[src/rtl/minicpu_datamem_if.sv]
// minicpu data-memory bus, core side (master) to memory side (slave).
//
// Bus protocol: the core drives ram_addr with at most one of the active-low
// strobes ram_rd_ / ram_wr_ low. Reads complete in the same cycle:
// ram_d_out is combinational from ram_addr while ram_rd_ is low and is 0
// otherwise. Writes are captured at the next rising clk edge. There is no
// wait state and no ready signal on this bus; every access completes.
interface minicpu_datamem_if #(
  parameter int ADDR_W = 8,
  parameter int DATA_W = 8
);
  logic [ADDR_W-1:0] ram_addr;
  logic [DATA_W-1:0] ram_d_in;
  logic [DATA_W-1:0] ram_d_out;
  logic              ram_rd_;
  logic              ram_wr_;

  // Core side: issues addresses, strobes and write data.
  modport master (
    output ram_addr,
    output ram_d_in,
    output ram_rd_,
    output ram_wr_,
    input  ram_d_out
  );

  // Memory side: decodes the access and returns read data.
  modport slave (
    input  ram_addr,
    input  ram_d_in,
    input  ram_rd_,
    input  ram_wr_,
    output ram_d_out
  );
endinterface

[src/rtl/minicpu_datamem.sv]
// minicpu data memory: RAM below IO_BASE plus a small I/O page holding a TX
// stream FIFO, an RX stream FIFO, a status register with sticky error bits,
// and an optional free-running timer.
//
// I/O page (offsets from IO_BASE):
//   +0 TXDATA (write)  +1 STATUS (read)  +2 RXDATA (read, pops)  +3 TIMER
//   STATUS = {2'b00, rx_under, tx_drop, rx_empty, rx_full, tx_empty, tx_full}
//
// Stream handshakes (out_* and in_*): a beat transfers on a rising clk edge
// where valid and ready are both 1. valid never depends on ready, and
// ready never depends on valid, so there are no combinational loops.
//
// Build option: define MINICPU_DATAMEM_TIMER_EN to include the TIMER
// counter; without it the TIMER address reads 0 and no counter exists.
module minicpu_datamem #(
  parameter int                ADDR_W     = 8,
  parameter int                DATA_W     = 8,
  parameter logic [ADDR_W-1:0] IO_BASE    = 8'hF0,
  parameter int                FIFO_DEPTH = 4
) (
  input  logic              clk,
  input  logic              rst_,
  minicpu_datamem_if.slave  bus,
  output logic [DATA_W-1:0] out_data,
  output logic              out_valid,
  input  logic              out_ready,
  input  logic [DATA_W-1:0] in_data,
  input  logic              in_valid,
  output logic              in_ready
);

  localparam int RAM_DEPTH = int'(IO_BASE);
  localparam int RAM_AW    = (RAM_DEPTH > 1) ? $clog2(RAM_DEPTH) : 1;
  // FIFO index bits; pointers carry one extra wrap bit so that a full FIFO
  // and an empty FIFO are distinguishable.
  localparam int PW        = $clog2(FIFO_DEPTH);

  localparam logic [ADDR_W-1:0] A_TXDATA = IO_BASE;
  localparam logic [ADDR_W-1:0] A_STATUS = IO_BASE + ADDR_W'(1);
  localparam logic [ADDR_W-1:0] A_RXDATA = IO_BASE + ADDR_W'(2);
  localparam logic [ADDR_W-1:0] A_TIMER  = IO_BASE + ADDR_W'(3);

  // ---------------------------------------------------------------------
  // Access decode
  // ---------------------------------------------------------------------
  logic              is_ram;
  logic              wr_act;
  logic              rd_act;
  logic [RAM_AW-1:0] ram_idx;

  // A write always wins over a simultaneous read; only read side effects
  // (RX pop, sticky clear) are suppressed, the read data is still driven.
  // Nothing changes state while reset is asserted.
  always_comb begin
    is_ram  = (bus.ram_addr < IO_BASE);
    wr_act  = rst_ && !bus.ram_wr_;
    rd_act  = rst_ && !bus.ram_rd_ && bus.ram_wr_;
    ram_idx = bus.ram_addr[RAM_AW-1:0];
  end

  // ---------------------------------------------------------------------
  // RAM (contents intentionally survive reset)
  // ---------------------------------------------------------------------
  logic [DATA_W-1:0] mem_q [RAM_DEPTH];

  // RAM write port.
  always_ff @(posedge clk) begin
    if (wr_act && is_ram) begin
      mem_q[ram_idx] <= bus.ram_d_in;
    end
  end

  // ---------------------------------------------------------------------
  // FIFO state
  // ---------------------------------------------------------------------
  logic [DATA_W-1:0] tx_mem_q [FIFO_DEPTH];
  logic [DATA_W-1:0] rx_mem_q [FIFO_DEPTH];
  logic [PW:0]       tx_wptr_q, tx_wptr_d;
  logic [PW:0]       tx_rptr_q, tx_rptr_d;
  logic [PW:0]       rx_wptr_q, rx_wptr_d;
  logic [PW:0]       rx_rptr_q, rx_rptr_d;
  logic              tx_drop_q, tx_drop_d;
  logic              rx_under_q, rx_under_d;

  logic              tx_full, tx_empty, rx_full, rx_empty;
  logic              tx_pop, tx_push, tx_drop_evt, tx_wr_req;
  logic              rx_pop, rx_push, rx_under_evt, rx_rd_req;
  logic              status_rd;
  logic [DATA_W-1:0] rx_head;
  logic [DATA_W-1:0] status;
  logic [DATA_W-1:0] timer_val;

  // Occupancy flags from the wrap-bit pointers.
  always_comb begin
    tx_empty = (tx_wptr_q == tx_rptr_q);
    tx_full  = (tx_wptr_q[PW] != tx_rptr_q[PW]) &&
               (tx_wptr_q[PW-1:0] == tx_rptr_q[PW-1:0]);
    rx_empty = (rx_wptr_q == rx_rptr_q);
    rx_full  = (rx_wptr_q[PW] != rx_rptr_q[PW]) &&
               (rx_wptr_q[PW-1:0] == rx_rptr_q[PW-1:0]);
  end

  // Stream-facing outputs; out_data reads 0 when nothing is queued.
  always_comb begin
    out_valid = !tx_empty;
    out_data  = tx_empty ? '0 : tx_mem_q[tx_rptr_q[PW-1:0]];
    in_ready  = !rx_full;
    rx_head   = rx_empty ? '0 : rx_mem_q[rx_rptr_q[PW-1:0]];
  end

  // Transfer events. A TX pop on a full FIFO frees the slot for a push in
  // the same cycle; an RX pop on a full FIFO does not admit a push because
  // in_ready was already low.
  always_comb begin
    tx_pop       = rst_ && out_valid && out_ready;
    tx_wr_req    = wr_act && (bus.ram_addr == A_TXDATA);
    tx_push      = tx_wr_req && (!tx_full || tx_pop);
    tx_drop_evt  = tx_wr_req && tx_full && !tx_pop;

    rx_push      = rst_ && in_valid && in_ready;
    rx_rd_req    = rd_act && (bus.ram_addr == A_RXDATA);
    rx_pop       = rx_rd_req && !rx_empty;
    rx_under_evt = rx_rd_req && rx_empty;

    status_rd    = rd_act && (bus.ram_addr == A_STATUS);
  end

  // Next-state for pointers and sticky bits; a new event beats the clear.
  always_comb begin
    tx_wptr_d  = tx_wptr_q + (PW+1)'(tx_push);
    tx_rptr_d  = tx_rptr_q + (PW+1)'(tx_pop);
    rx_wptr_d  = rx_wptr_q + (PW+1)'(rx_push);
    rx_rptr_d  = rx_rptr_q + (PW+1)'(rx_pop);
    tx_drop_d  = (tx_drop_q  && !status_rd) || tx_drop_evt;
    rx_under_d = (rx_under_q && !status_rd) || rx_under_evt;
  end

  // Pointer and sticky-bit registers with synchronous reset.
  always_ff @(posedge clk) begin
    if (!rst_) begin
      tx_wptr_q  <= '0;
      tx_rptr_q  <= '0;
      rx_wptr_q  <= '0;
      rx_rptr_q  <= '0;
      tx_drop_q  <= 1'b0;
      rx_under_q <= 1'b0;
    end else begin
      tx_wptr_q  <= tx_wptr_d;
      tx_rptr_q  <= tx_rptr_d;
      rx_wptr_q  <= rx_wptr_d;
      rx_rptr_q  <= rx_rptr_d;
      tx_drop_q  <= tx_drop_d;
      rx_under_q <= rx_under_d;
    end
  end

  // FIFO storage writes; the push strobes are already gated by reset.
  always_ff @(posedge clk) begin
    if (tx_push) begin
      tx_mem_q[tx_wptr_q[PW-1:0]] <= bus.ram_d_in;
    end
    if (rx_push) begin
      rx_mem_q[rx_wptr_q[PW-1:0]] <= in_data;
    end
  end

  // ---------------------------------------------------------------------
  // Optional free-running timer
  // ---------------------------------------------------------------------
`ifdef MINICPU_DATAMEM_TIMER_EN
  logic [DATA_W-1:0] timer_q, timer_d;

  // Wraps naturally from all-ones to 0.
  always_comb begin
    timer_d = timer_q + DATA_W'(1);
  end

  // Timer register; a read sees the value before this cycle's increment.
  always_ff @(posedge clk) begin
    if (!rst_) begin
      timer_q <= '0;
    end else begin
      timer_q <= timer_d;
    end
  end

  assign timer_val = timer_q;
`else
  assign timer_val = '0;
`endif

  // ---------------------------------------------------------------------
  // Read data mux (combinational, same-cycle)
  // ---------------------------------------------------------------------
  always_comb begin
    status = DATA_W'({rx_under_q, tx_drop_q, rx_empty, rx_full,
                      tx_empty, tx_full});
  end

  // Drives 0 whenever no read is strobed, and for unmapped I/O addresses.
  always_comb begin
    bus.ram_d_out = '0;
    if (!bus.ram_rd_) begin
      if (is_ram) begin
        bus.ram_d_out = mem_q[ram_idx];
      end else begin
        case (bus.ram_addr)
          A_STATUS: bus.ram_d_out = status;
          A_RXDATA: bus.ram_d_out = rx_head;
          A_TIMER:  bus.ram_d_out = timer_val;
          default:  bus.ram_d_out = '0;
        endcase
      end
    end
  end

endmodule

[src/flat_wrapper.sv]
// flat-port wrapper written by rule: the top's interface ports become plain ports
module minicpu_datamem_flat 
#(
  parameter int                ADDR_W     = 8,
  parameter int                DATA_W     = 8,
  parameter logic [ADDR_W-1:0] IO_BASE    = 8'hF0,
  parameter int                FIFO_DEPTH = 4
)
  (clk, rst_, out_data, out_valid, out_ready, in_data, in_valid, in_ready, bus_ram_addr, bus_ram_d_in, bus_ram_rd_, bus_ram_wr_, bus_ram_d_out);
  minicpu_datamem_if #(.ADDR_W(ADDR_W), .DATA_W(DATA_W)) bus_i ();
  input  logic clk;
  input  logic rst_;
  output logic [DATA_W-1:0] out_data;
  output logic out_valid;
  input  logic out_ready;
  input  logic [DATA_W-1:0] in_data;
  input  logic in_valid;
  output logic in_ready;
  input wire logic [$bits(bus_i.ram_addr)-1:0] bus_ram_addr;
  input wire logic [$bits(bus_i.ram_d_in)-1:0] bus_ram_d_in;
  input wire logic [$bits(bus_i.ram_rd_)-1:0] bus_ram_rd_;
  input wire logic [$bits(bus_i.ram_wr_)-1:0] bus_ram_wr_;
  output wire logic [$bits(bus_i.ram_d_out)-1:0] bus_ram_d_out;
  assign bus_i.ram_addr = bus_ram_addr;
  assign bus_i.ram_d_in = bus_ram_d_in;
  assign bus_i.ram_rd_ = bus_ram_rd_;
  assign bus_i.ram_wr_ = bus_ram_wr_;
  assign bus_ram_d_out = bus_i.ram_d_out;
  minicpu_datamem #(.ADDR_W(ADDR_W), .DATA_W(DATA_W), .IO_BASE(IO_BASE), .FIFO_DEPTH(FIFO_DEPTH)) u_core (.clk(clk), .rst_(rst_), .bus(bus_i), .out_data(out_data), .out_valid(out_valid), .out_ready(out_ready), .in_data(in_data), .in_valid(in_valid), .in_ready(in_ready));
endmodule
[config.mk]
export PLATFORM = sky130hd
export DESIGN_NAME = minicpu_datamem_flat
export DESIGN_NICKNAME = d
export VERILOG_FILES = /design/src/rtl/minicpu_datamem_if.sv /design/src/rtl/minicpu_datamem.sv /design/src/flat_wrapper.sv
export SDC_FILE = /design/constraint.sdc
export NUM_CORES = 2
export LEC_CHECK = 0
export ABC_CLOCK_PERIOD_IN_PS = 5130
export CAP_MARGIN = 0
export CORE_UTILIZATION = 55
export DETAILED_ROUTE_END_ITERATION = 8
export GPL_ROUTABILITY_DRIVEN = 0
export PLACE_DENSITY = 0.73
export SYNTH_ARGS = -nofsm -noshare
export SYNTH_HDL_FRONTEND = slang
export SYNTH_SLANG_ARGS = --single-unit
[constraint.sdc]
create_clock -name clk -period 5.13 [get_ports clk]
set_input_delay 1.2825 -clock clk [delete_from_list [all_inputs] [get_ports clk]]
set_output_delay 1.2825 -clock clk [all_outputs]
set_load 0.005 [all_outputs]
# Word-level counts from Yosys, hierarchy flattened
# Memory sizes are Yosys's and may differ from the RTL's. A register that Yosys moved wholly into a read port is not among the register bits.
# Index checks and enable logic that the tools add are counted.
# word_totals
ramBits	1984
wordCells	67
input_bits	30
output_inout_bits	18
memories	3
regBits	14
# mem_list
name	words	word_bits	read_ports	rd_clocked_by_memory_dff	write_ports	line	text
u_core.mem_q	240	8	1	0	1	minicpu_datamem.sv:64	logic [DATA_W-1:0] mem_q [RAM_DEPTH];
u_core.rx_mem_q	4	8	1	1	1	minicpu_datamem.sv:77	logic [DATA_W-1:0] rx_mem_q [FIFO_DEPTH];
u_core.tx_mem_q	4	8	1	1	1	minicpu_datamem.sv:76	logic [DATA_W-1:0] tx_mem_q [FIFO_DEPTH];
# op_classes
n_addsub	4
n_eq_ne	9
order_cmp	1
n_reduce_logical	31
mux	13
# op_table
op	n
8-bit 2-to-1 mux	4
8-bit equality test, second input constant	3
1-bit logical AND	20
8-bit case mux with 2 select lines	1
3-bit by 1-bit adder with 3-bit output	4
1-bit logical NOT	8
8-bit less-than comparator, second input constant	1
3-bit equality test	2
1-bit 2-to-1 mux	6
2-bit equality test	2
2-bit 2-to-1 mux	2
1-bit logical OR	3
1-bit inequality test	2

# Logic depth before layout (Yosys ltp)
# depth
ltp_word	8
depth_mapped	13
depth_no_buf	9

# Least setup slack after synthesis
# No wires, ideal clock.
# synth_path
kind	input port to output port
from	in bus_ram_addr[0]
to	out bus_ram_d_out[3]
required_ns	3.848
path_buffers	4
t_arrival_ns	3.219
path_stages	10
slack_ns	0.629
path_cell_list	buf_6 buf_6 buf_6 buf_2 mux4_2 a31oi_1 nand3_1 a211oi_1 nand3_1 o21a_1
# synth_via
elab_chain_len	4
word_cells_on_any_way	7
cone_classes	1 x order compare; 2 x eq/ne; 3 x mux; 1 x memory
# synth_rtl
item	line	text
start: declaration	flat_wrapper.sv:19	input wire logic [$bits(bus_i.ram_addr)-1:0] bus_ram_addr;
parallel branches: the longest is 2 deep, another holds memory read 240 x 8 bit	-	
8-bit 2-to-1 mux *	minicpu_datamem.sv:204	if (is_ram) begin
8-bit 2-to-1 mux *	minicpu_datamem.sv:203	if (!bus.ram_rd_) begin
end: declaration	flat_wrapper.sv:23	output wire logic [$bits(bus_i.ram_d_out)-1:0] bus_ram_d_out;
# Mark *: on every way between the ends.

# Worst setup path after layout
# layout_path
from	in bus_ram_addr[3]
to	out bus_ram_d_out[4]
# Same word-level chain as after synthesis.

==> report_table.html <==
<table>
<tr><th>Metric</th><th>Value</th></tr>
<tr><th colspan="2">Outcome</th></tr>
<tr><td>Result of the run</td><td>finished, violations left</td></tr>
<tr><td>Violations in the final reports</td><td>negative setup slack</td></tr>
<tr><th colspan="2">Critical path</th></tr>
<tr><td>Worst-path fanout max</td><td>11</td></tr>
<tr><td>Ordered cell list for the critical path</td><td>buf_6 &gt; buf_6 &gt; buf_4 &gt; mux4_2 &gt; o211ai_1 &gt; nand4_1 &gt; a2111oi_2 &gt; a31oi_1 &gt; buf_4 &gt; buf_6</td></tr>
<tr><td>Required time of the worst setup path</td><td>3.85 ns</td></tr>
<tr><td>Nature of the critical path startpoint</td><td>input port</td></tr>
<tr><td>Crit path max-delay family</td><td>compound AO/OA/AOI/OAI gates</td></tr>
<tr><td>Capturing element type of the critical path</td><td>primary output</td></tr>
<tr><td>Worst Path Class, Setup</td><td>input port to primary output</td></tr>
<tr><td>WP depth</td><td>10</td></tr>
<tr><td>Buffering stage count on the worst path with inverters included</td><td>5</td></tr>
<tr><td>Number of cells on the worst reg-to-reg path</td><td>10</td></tr>
<tr><td>Crit path DAT</td><td>4.19 ns</td></tr>
<tr><td>Maximum single-stage delay on the critical path</td><td>0.65 ns</td></tr>
<tr><td>Max stage delay cell, worst path</td><td>o211ai_1</td></tr>
<tr><td>Dominant cell type by count on the critical path</td><td>buf_6</td></tr>
<tr><th colspan="2">STA</th></tr>
<tr><td>Slew Limit Headroom</td><td>28.8%</td></tr>
<tr><td>Period minus WS final</td><td>5.48 ns</td></tr>
<tr><td>Final number of max-transition violations</td><td>0</td></tr>
<tr><td>Final WS setup</td><td>-0.347 ns</td></tr>
<tr><td>Worst-Margin Slew</td><td>1.07 ns</td></tr>
<tr><td>Setup violators final</td><td>8</td></tr>
<tr><td>Fraction of the cycle the final worst path needs</td><td>107%</td></tr>
<tr><td>Maximum frequency from static timing analysis</td><td>183 MHz</td></tr>
<tr><td>Setup repair after global routing missed its margin</td><td>yes</td></tr>
<tr><td>Setup Skew</td><td>0.0155 ns</td></tr>
<tr><td>Final Hold Viols</td><td>0</td></tr>
<tr><th colspan="2">Yosys</th></tr>
<tr><td>Largest family of logic cells by synthesized area</td><td>multiplexers</td></tr>
<tr><td>Predominant post-synthesis flop cell</td><td>edfxtp_1</td></tr>
<tr><td>Cell taking the most area after synthesis</td><td>edfxtp_1</td></tr>
<tr><td>Fraction of synthesized cell area taken by the top area cell type</td><td>76.5%</td></tr>
<tr><td>Post-Synthesis Mean Instance Area</td><td>21.0 um^2</td></tr>
<tr><td>Simple-Gate Fraction of Synth Area</td><td>3.41%</td></tr>
<tr><td>Instance count of the mapped netlist</td><td>3717</td></tr>
<tr><td>Distinct cells, synth</td><td>73</td></tr>
<tr><td>Yosys warns</td><td>0</td></tr>
<tr><td>Nets in the synthesized netlist</td><td>3755</td></tr>
<tr><td>Complex-gate fraction of the synthesized area</td><td>3.04%</td></tr>
<tr><td>Share of the yosys chip area belonging to registers</td><td>76.9%</td></tr>
<tr><td>Multiplexer share of the synthesized area</td><td>14.6%</td></tr>
<tr><td>Post-synthesis adder-cell area fraction</td><td>0.129%</td></tr>
<tr><td>EDFF count, synth</td><td>1984</td></tr>
<tr><td>Cells taking the most area after synthesis</td><td>edfxtp_1, mux4_2, mux2i_1, nor2_1, a22oi_1</td></tr>
<tr><td>Register bit count reported by yosys</td><td>1998</td></tr>
<tr><td>Parity-gate share of the synthesized area counting xor and xnor cells</td><td>0.112%</td></tr>
<tr><td>Synthesized area</td><td>0.0779 mm^2</td></tr>
<tr><td>Share of flip-flops with an asynchronous set or reset</td><td>0%</td></tr>
<tr><th colspan="2">Route</th></tr>
<tr><td>Final Routed Wirelength</td><td>227 mm</td></tr>
<tr><td>Antenna Nets Post-Route</td><td>0</td></tr>
<tr><td>Vias per Instance</td><td>6.68</td></tr>
<tr><td>Router iterations before antenna repair</td><td>8</td></tr>
<tr><td>Vias after detailed routing</td><td>44.4k</td></tr>
<tr><td># DRC</td><td>0</td></tr>
<tr><td>First DRT Iteration DRCs</td><td>7197</td></tr>
<tr><td>Post-detailed-route wirelength per cell</td><td>34.2 um</td></tr>
<tr><th colspan="2">CTS</th></tr>
<tr><td>Post-CTS Hold Buffers</td><td>0</td></tr>
<tr><td>Worst-skew pair later-pin latency</td><td>0.83 ns</td></tr>
<tr><td>Buffer levels on the longest clock path</td><td>3</td></tr>
<tr><td>H-tree depth</td><td>4</td></tr>
<tr><td>Master cell of the clock root buffer</td><td>clkbuf_16</td></tr>
<tr><td>Clock tree from TritonCTS</td><td>done</td></tr>
<tr><td>Reg clk slew, reported paths</td><td>0.06 ns</td></tr>
<tr><td>CTS buffer count</td><td>191</td></tr>
<tr><td>Number of sinks on the clock net</td><td>1998</td></tr>
<tr><th colspan="2">Floorplanning</th></tr>
<tr><td>I/O pin total</td><td>48</td></tr>
<tr><td>Floorplan die height</td><td>378 um</td></tr>
<tr><td>Core area</td><td>0.140 mm^2</td></tr>
<tr><td>Overall die area</td><td>0.143 mm^2</td></tr>
<tr><td>Die W</td><td>378 um</td></tr>
<tr><td>Starting Density</td><td>55.6%</td></tr>
<tr><td>Number of placement rows</td><td>137</td></tr>
<tr><th colspan="2">Place</th></tr>
<tr><td>Post-DP HPWL</td><td>144 mm</td></tr>
<tr><td>Post-placement setup slack</td><td>-0.924 ns</td></tr>
<tr><td>PortBufs</td><td>47</td></tr>
<tr><th colspan="2">Finish</th></tr>
<tr><td>Final-layout fill cell count</td><td>8447</td></tr>
<tr><td>Final antenna diode count</td><td>0</td></tr>
<tr><td>Area of the multi-input gates</td><td>0.0175 mm^2</td></tr>
<tr><td>Area of all sequential standard cells</td><td>0.0599 mm^2</td></tr>
<tr><td>Layout net count</td><td>4654</td></tr>
<tr><td>Fraction of layout instances using a drive strength above 1</td><td>36.8%</td></tr>
<tr><td>Syn-to-layout area delta</td><td>21.5%</td></tr>
<tr><th colspan="2">Run</th></tr>
<tr><td>Number of max-cap violations</td><td>0</td></tr>
<tr><th colspan="2">Global route</th></tr>
<tr><td>Wire length of the first global-routing pass</td><td>319 mm</td></tr>
<tr><td>Vias in the first global route</td><td>43.4k</td></tr>
<tr><td>Total global-route track usage</td><td>32.1%</td></tr>
<tr><td>Antenna violations before repair</td><td>4</td></tr>
<tr><td>Pin count of the biggest net entering global routing</td><td>126</td></tr>
<tr><td>Remaining Overflow, GRT</td><td>0</td></tr>
<tr><th colspan="2">Pwr</th></tr>
<tr><td>Areal power density over the cells</td><td>361 mW/mm^2</td></tr>
<tr><td>Power after layout</td><td>34200 uW</td></tr>
<tr><td>Cell leakage power</td><td>0.0315 uW</td></tr>
<tr><td>IR drop worst, VDD</td><td>288 uV</td></tr>
<tr><th colspan="2">Worst hold path</th></tr>
<tr><td>Hold/Removal Path Class</td><td>flop to flop</td></tr>
<tr><td>Cells on Worst Hold Path</td><td>2</td></tr>
</table>
-- layer usage --
metal,up-vias,share of wire [%],GRT usage [%]
met4,10,5.7,15.0
met5,-,0.029,0
met2,3543,46,49.2
met1,22786,35,42.8
met3,661,14,9.41
li1,17359,-,-
-- area by class of cell --
type,instances,area share [%]
inverter,4,0.0185
tap,1876,2.48
clock buffer,236,5.31
sequential,1998,63.2
timing repair buffer,930,9.21
clock inverter,107,1.23
multi-input combinational,1491,18.5
-- stage by stage --
stage	instance area [um^2]	std cells	util [%]	hold WS, ns	TNS (ns)
6_report	94600	6642	67.6	0.576	-1.69
5_1_grt	94600	6642	67.6	0.573	-1.67
3_5_place_dp	86400	6234	61.7	0.539	-5.94
3_3_place_gp	86400	6234	61.7	0.514	-6.01
2_1_floorplan	77900	3717	-	0.477	0
4_1_cts	94200	6627	67.2	0.556	-0.568
-- cell families (layout without fill, tap and decap cells) --
| logic type | count (synthesis) | after routing |
|---|---|---|
| compound gates | 336 | 336 |
| mux | 566 | 566 |
| fa+ha+maj | 8 | 8 |
| buf+inv | 228 | 1277 |
| flops | 1998 | 1998 |
| simple gates | 571 | 571 |
| xor+xnor | 10 | 10 |
-- flip-flops by register name, indices dropped and copies added, names as in the netlist --
register           flops
u_core.mem_q        1920
u_core.rx_wptr_q       3
u_core.rx_under_q      1
u_core.rx_mem_q       32
u_core.tx_drop_q       1
u_core.tx_rptr_q       3
u_core.rx_rptr_q       3
u_core.tx_wptr_q       3
u_core.tx_mem_q       32
-- cells in the final DEF (no fill, tap or decap), drive strengths merged, types with 14 or more instances in the layout --
cell type      Yosys  layout
edfxtp          1984    1984
buf              130     896
mux4             451     451
nor2             289     289
clkbuf            93     237
a22oi            125     125
mux2i            115     115
nand2             91      91
clkinv             1      72
o22ai             53      53
a21oi             48      48
nand3             42      42
clkdlybuf4s50      1      24
bufinv             0      21
nor2b             19      19
a31oi             19      19
and2              18      18
and3              16      16
nor3              16      16
nand4             15      15
dfxtp             14      14
nor4              14      14
o21ai             14      14
-- tightest hold or removal path, cell delays in order (launching register included) --
cell and delay, ns:
dfxtp_1 0.33, a21oi_1 0.14, nor2b_1 0.06
-- worst paths after layout --
kind / slack, ns / start / end
hold reg to reg: 0.58 / u_core.tx_drop_q / u_core.tx_drop_q
setup reg to reg: 2.55 / u_core.tx_rptr_q[0] / u_core.tx_rptr_q[2]
setup / recovery: -0.35 / bus_ram_addr[3] / bus_ram_d_out[4]
hold / removal: 0.58 / u_core.tx_drop_q / u_core.tx_drop_q
-- power breakdown --
part	switching, uW	leakage (uW)	total (uW)	internal (uW)
combinational	1270	0.0105	2150	883
sequential	7.50	0.0179	18000	18000
clock	6040	0.00299	14000	8010
-- synthesized netlist by cell type, types with 21 or more instances --
library cell  number
edfxtp_1        1984
mux4_2           430
nor2_1           288
a22oi_1          125
mux2i_1          115
clkbuf_1          93
nand2_1           90
buf_2             56
o22ai_1           53
a21oi_1           48
nand3_1           42
buf_6             33
buf_4             24
mux4_1            21
-- repair_timing --
action | CTS | global route
setup buffers | 49 | 18
setup endpoints to repair | 8 | 8
gates resized for setup | 223 | 81
gates cloned | 9 | 0
pin swaps | 53 | 43
No activity file was read; power rests on OpenSTA's default activity.
